### config.mk
export PLATFORM = sky130hd
export DESIGN_NAME = iir_filter_driver
export DESIGN_NICKNAME = d
export VERILOG_FILES = /design/src/rtl/iir_pkg.sv /design/src/rtl/iir_result_fifo.sv /design/src/rtl/iir_filter_driver.sv
export SDC_FILE = /design/constraint.sdc
export NUM_CORES = 1
export LEC_CHECK = 0
export CORE_UTILIZATION = 47
export DETAILED_ROUTE_END_ITERATION = 8
export HOLD_SLACK_MARGIN = 0.15
export PLACE_DENSITY = 0.75
export SETUP_SLACK_MARGIN = 0.4
export SYNTH_ARGS = -nofsm -noshare
export SYNTH_HDL_FRONTEND = slang
export SYNTH_HIERARCHICAL = 1
export SYNTH_SLANG_ARGS = --single-unit
### constraint.sdc
create_clock -name clk_i -period 2 [get_ports clk_i]
set_input_delay 0.4 -clock clk_i [delete_from_list [all_inputs] [get_ports clk_i]]
set_output_delay 0.4 -clock clk_i [all_outputs]
set_load 0.005 [all_outputs]
### src/rtl/iir_pkg.sv
// Shared definitions for the IIR filter-chain blocks.
package iir_pkg;

    // Default sample/result width for filter-chain blocks
    localparam int unsigned IIR_SIGNAL_BITS = 24;

    // Driver sequencing states
    typedef enum logic [1:0] {
        ST_IDLE  = 2'd0,
        ST_START = 2'd1,
        ST_WAIT  = 2'd2
    } iir_drv_state_t;

endpackage

### src/rtl/iir_result_fifo.sv
// First-word fall-through result FIFO with occupancy count.
module iir_result_fifo
    import iir_pkg::*;
#(
    parameter int unsigned SIGNAL_BITS = IIR_SIGNAL_BITS,
    parameter int unsigned FIFO_DEPTH  = 4
) (
    input  logic                             clk_i,
    input  logic                             reset_i,
    input  logic                             push,
    input  logic                             pop,
    input  logic [SIGNAL_BITS-1:0]           wr_data,
    output logic [SIGNAL_BITS-1:0]           rd_data,
    output logic [$clog2(FIFO_DEPTH+1)-1:0]  count,
    output logic                             empty,
    output logic                             full
);

    localparam int unsigned PTR_W = (FIFO_DEPTH > 1) ? $clog2(FIFO_DEPTH) : 1;
    localparam int unsigned CNT_W = $clog2(FIFO_DEPTH + 1);

    logic [SIGNAL_BITS-1:0] mem [FIFO_DEPTH];
    logic [PTR_W-1:0]       wr_ptr;
    logic [PTR_W-1:0]       rd_ptr;
    logic                   do_push;
    logic                   do_pop;

    assign empty   = (count == '0);
    assign full    = (count == CNT_W'(FIFO_DEPTH));
    assign do_push = push && !full;
    assign do_pop  = pop && !empty;
    // Head is forced to zero while empty so the output is clean after reset
    assign rd_data = empty ? '0 : mem[rd_ptr];

    // Pointer and occupancy tracking; pointers wrap naturally (power-of-two depth)
    always_ff @(posedge clk_i or negedge reset_i) begin
        if (!reset_i) begin
            wr_ptr <= '0;
            rd_ptr <= '0;
            count  <= '0;
        end else begin
            if (do_push) wr_ptr <= wr_ptr + 1'b1;
            if (do_pop)  rd_ptr <= rd_ptr + 1'b1;
            case ({do_push, do_pop})
                2'b10:   count <= count + 1'b1;
                2'b01:   count <= count - 1'b1;
                default: count <= count;
            endcase
        end
    end

    // Storage array write port
    always_ff @(posedge clk_i) begin
        if (do_push) mem[wr_ptr] <= wr_data;
    end

endmodule

### src/rtl/iir_filter_driver.sv
// Start/done sequencer for IIRFilter with result FIFO and timeout watchdog.
module iir_filter_driver
    import iir_pkg::*;
#(
    parameter int unsigned SIGNAL_BITS    = IIR_SIGNAL_BITS,
    parameter int unsigned FIFO_DEPTH     = 4,
    parameter int unsigned TIMEOUT_CYCLES = 64
) (
    input  logic                   clk_i,
    input  logic                   reset_i,
    input  logic [SIGNAL_BITS-1:0] sample_i,
    input  logic                   sample_valid_i,
    output logic                   sample_ready_o,
    output logic                   filt_start_o,
    output logic [SIGNAL_BITS-1:0] filt_signal_o,
    input  logic [SIGNAL_BITS-1:0] filt_signal_i,
    input  logic                   filt_done_i,
    output logic [SIGNAL_BITS-1:0] result_o,
    output logic                   result_valid_o,
    input  logic                   result_ready_i,
    output logic                   busy_o,
    output logic                   timeout_o,
    output logic [7:0]             timeout_count_o
);

    localparam int unsigned CNT_W = $clog2(FIFO_DEPTH + 1);
    localparam int unsigned TMO_W = $clog2(TIMEOUT_CYCLES + 1);

    iir_drv_state_t   state;
    logic [TMO_W-1:0] tmo_cnt;
    logic [CNT_W-1:0] fifo_count;
    logic             fifo_empty;
    logic             fifo_full;
    logic             accept;
    logic             fifo_push;

    assign sample_ready_o = (state == ST_IDLE) && (fifo_count < CNT_W'(FIFO_DEPTH));
    assign accept         = sample_valid_i && sample_ready_o;
    assign fifo_push      = (state == ST_WAIT) && filt_done_i && !fifo_full;
    assign result_valid_o = !fifo_empty;

    // Sequencer: accept sample, pulse start, wait for done or give up on timeout
    always_ff @(posedge clk_i or negedge reset_i) begin
        if (!reset_i) begin
            state           <= ST_IDLE;
            filt_start_o    <= 1'b0;
            filt_signal_o   <= '0;
            busy_o          <= 1'b0;
            timeout_o       <= 1'b0;
            timeout_count_o <= '0;
            tmo_cnt         <= '0;
        end else begin
            filt_start_o <= 1'b0;
            case (state)
                ST_IDLE: begin
                    if (accept) begin
                        filt_signal_o <= sample_i;
                        filt_start_o  <= 1'b1;
                        busy_o        <= 1'b1;
                        state         <= ST_START;
                    end
                end
                ST_START: begin
                    tmo_cnt <= '0;
                    state   <= ST_WAIT;
                end
                ST_WAIT: begin
                    if (filt_done_i) begin
                        busy_o <= 1'b0;
                        state  <= ST_IDLE;
                    end else if (tmo_cnt == TMO_W'(TIMEOUT_CYCLES - 1)) begin
                        // Last allowed WAIT cycle without done
                        timeout_o <= 1'b1;
                        if (timeout_count_o != 8'hFF)
                            timeout_count_o <= timeout_count_o + 8'd1;
                        busy_o <= 1'b0;
                        state  <= ST_IDLE;
                    end else begin
                        tmo_cnt <= tmo_cnt + 1'b1;
                    end
                end
                default: begin
                    busy_o <= 1'b0;
                    state  <= ST_IDLE;
                end
            endcase
        end
    end

    iir_result_fifo #(
        .SIGNAL_BITS (SIGNAL_BITS),
        .FIFO_DEPTH  (FIFO_DEPTH)
    ) u_fifo (
        .clk_i   (clk_i),
        .reset_i (reset_i),
        .push    (fifo_push),
        .pop     (result_ready_i),
        .wr_data (filt_signal_i),
        .rd_data (result_o),
        .count   (fifo_count),
        .empty   (fifo_empty),
        .full    (fifo_full)
    );

endmodule

==> impl_metrics.toml <==
[drt]
drtIter0Drc = 228
drc_errors = 0
dr_total_vias = 3857
antenna_left = 0
firstDrtPassIters = 4
wl_um = 15900
wl_per_cell_um = 21.6
vias_per_cell = 5.25

[place]
post_dp_cell_area_um2 = 7650
place_congestion = 0.745
place_hpwl_um = 7340
port_buffers = 113

[timing]
slew_violations = 0
worst_pin_slew_ns = 0.614
hold_violations = 0
fin_crit_sh = 1.24
timing.setup.tns_ns = -10.33
timing.final.ws_setup_ns = -0.488
fmax_mhz = 402
max_slew_margin = 0.591
finClkSkew_ns = 0.0109
setup_viol_count_final = 72
rsz0062_at_grt = "yes"
finalWorstPathRequiredPeriod_ns = 2.49

[power]
sequentialPowerShare = 0.319
p_leak_nw = 3.94
p_per_area_nw_per_um2 = 1340
pwr-share-comb = 0.432
ir_worst_vdd_uv = 786
clkPwrFrac = 0.249
p_int_mw = 9.16
switchingPower_mw = 3.70
swShare = 0.288

[clocking]
cts-root-buf = "clkbuf_16"
cts_num_sinks = 147
h-tree-depth = 4
tritoncts = "yes"
numCtsBuffers = 17
cts_buffer_depth = 2
clock_latency_ns = 0.42
clk_pin_slew_ns = 0.06

[floorplanning]
core_region_area_um2 = 12100
ioPinCount = 114
die_area_um2 = 13000
die_y_um = 114
rows = 40
die_x_um = 114
start_util = 0.488

[logic_synthesis]
synth.avg_cell_area_um2 = 18.3
synthesis.area_um2 = 5910
synth_edf_count = 96
yosys_warnings = 6
synthFlopType = "edfxtp_1"
yosysSeqAreaShare = 0.704
ys_seq_elements = 147
synth_fp_nets = 384
yosysTopAreaCell = "edfxtp_1"
syn_inst = 323
synth_top_area_frac = 0.488
synth_area_leaders = "edfxtp_1, dfrtp_1, mux4_2"
synth-async-reset-ratio = 0.347
synth_cell_types = 45

[global_route]
grt_pass1_wl_um = 23200
grt_pass1_vias = 4204
antenna_found_initial = 0
grt_overflow = 0
track_usage = 0.247
grt_max_degree = 27

[critical_path]
crit_path_start_kind = "flop"
worstSetupPathType = "flop to primary output"
path_max_fanout = 6
cp.required_ns = 1.60
end_kind = "primary output"
cp_data_arrival_time_ns = 2.09

[finish]
layout_common_cells = "edfxtp_1, clkdlybuf4s50_1, dfrtp_1, buf_6, dlygate4sd2_1"
final_common_cell = "edfxtp_1"
area_delta_synth_final_pct = 62.0
stdcell_area_um2 = 9570
diodes = 0
fin_nets = 614
layout-drive-gt1-share = 0.482

[run_status]
violations = "setup timing"
outcome = "finished, violations left"

[hold_path]
hold_path.class = "flop to flop"

[job]
drv_cap = 0
[cells by family (layout without fill, tap and decap cells)]
group | count (synthesis) | in the layout | share of synthesized area
compound gates | 15 | 15 | 0.0186
xor+xnor | 12 | 12 | 0.0178
fa+ha+maj | 8 | 8 | 0.0182
buf+inv | 21 | 264 | 0.0208
flops | 147 | 147 | 0.704
mux | 51 | 51 | 0.146
simple gates | 69 | 69 | 0.0748
[cell type report]
class | instances | area, um2
flip-flops and latches | 147 | 4170
repair buffers | 222 | 2540
multi-input cells | 155 | 2020
clock buffers | 17 | 425
fillers | 638 | 2540
well taps | 168 | 210
clock inverters | 15 | 171
inverters | 10 | 42.5
[metal layers]
| layer | vias up | share of wire | global-route usage |
|---|---|---|---|
| met5 | - | 0 | 0 |
| met2 | 158 | 0.52 | 0.424 |
| met4 | 0 | 0.025 | 0.0779 |
| li1 | 1702 | - | - |
| met1 | 1972 | 0.39 | 0.306 |
| met3 | 25 | 0.063 | 0.0672 |
[repair_timing]
action                     CTS  global route
hold endpoints to repair    25             0
cloned                      13             2
buffers inserted            52            11
hold buffers                 1             0
resized for setup          253            18
pin swaps                   12            15
setup endpoints to repair  195           163
[worst max-delay path: stages (launching register included)]
cell	delay, ns
dfrtp_2	0.48
buf_6	0.14
buf_12	0.10
buf_16	0.12
mux4_2	0.56
nor2b_4	0.15
buf_2	0.12
[Yosys cell counts, drive strengths merged, types with 2 or more instances]
cell type	n
mux2	26
edfxtp	96
inv	10
nor2b	19
buf	9
nor2	2
ha	7
dfrtp	51
o211ai	4
and3	4
and2b	8
o31ai	3
nor3	3
and2	6
o21ai	3
nand3	6
and4	2
nand2	8
mux4	24
xor2	4
nor3b	3
nand4	3
xnor2	8
clkbuf	2
[final timing paths]
check,slack (ns),depth (start not counted),endpoint,from
setup reg to reg,-0.06,10,u_fifo/mem[1][15],u_fifo/count[2]
min in group asynchronous,0.53,2,filt_signal_o[14],reset_i
max in group asynchronous,0.89,3,u_fifo/count[0],reset_i
setup / recovery,-0.49,6,result_o[22],u_fifo/rd_ptr[0]
hold / removal,0.50,1,timeout_o,timeout_o
hold reg to reg,0.50,1,timeout_o,timeout_o
[stage by stage]
step                total power, mW  cells  hold slack (ns)  worst slack (ns)  utilization
floorplan                      6.24    323            0.104            0.0725            -
finish                         12.9    734            0.502            -0.488        0.790
global placement               8.17    623            0.439            -0.183        0.632
CTS                            12.5    721            0.482            -0.418        0.772
global route                   13.4    734            0.522            -0.537        0.790
detailed placement             8.26    623            0.442            -0.231        0.632
[power by group through the flow]
stage / sequential [mW] / combinational (mW) / clock [mW]
6_report: 4.10 / 5.56 / 3.21
5_1_grt: 4.15 / 5.88 / 3.39
4_1_cts: 4.07 / 5.24 / 3.23
3_5_place_dp: 4.11 / 4.15 / 0
3_3_place_gp: 4.08 / 4.09 / 0
2_1_floorplan: 4.08 / 2.16 / 0
[sequential cells by signal, summed over array words and instances, names as in the netlist]
name             cells
u_fifo/mem          96
filt_signal_o       24
timeout_count_o      8
tmo_cnt              7
u_fifo/count         3
state                2
u_fifo/rd_ptr        2
u_fifo/wr_ptr        2
busy_o               1
filt_start_o         1
timeout_o            1
(Power assumes the default switching activity.)
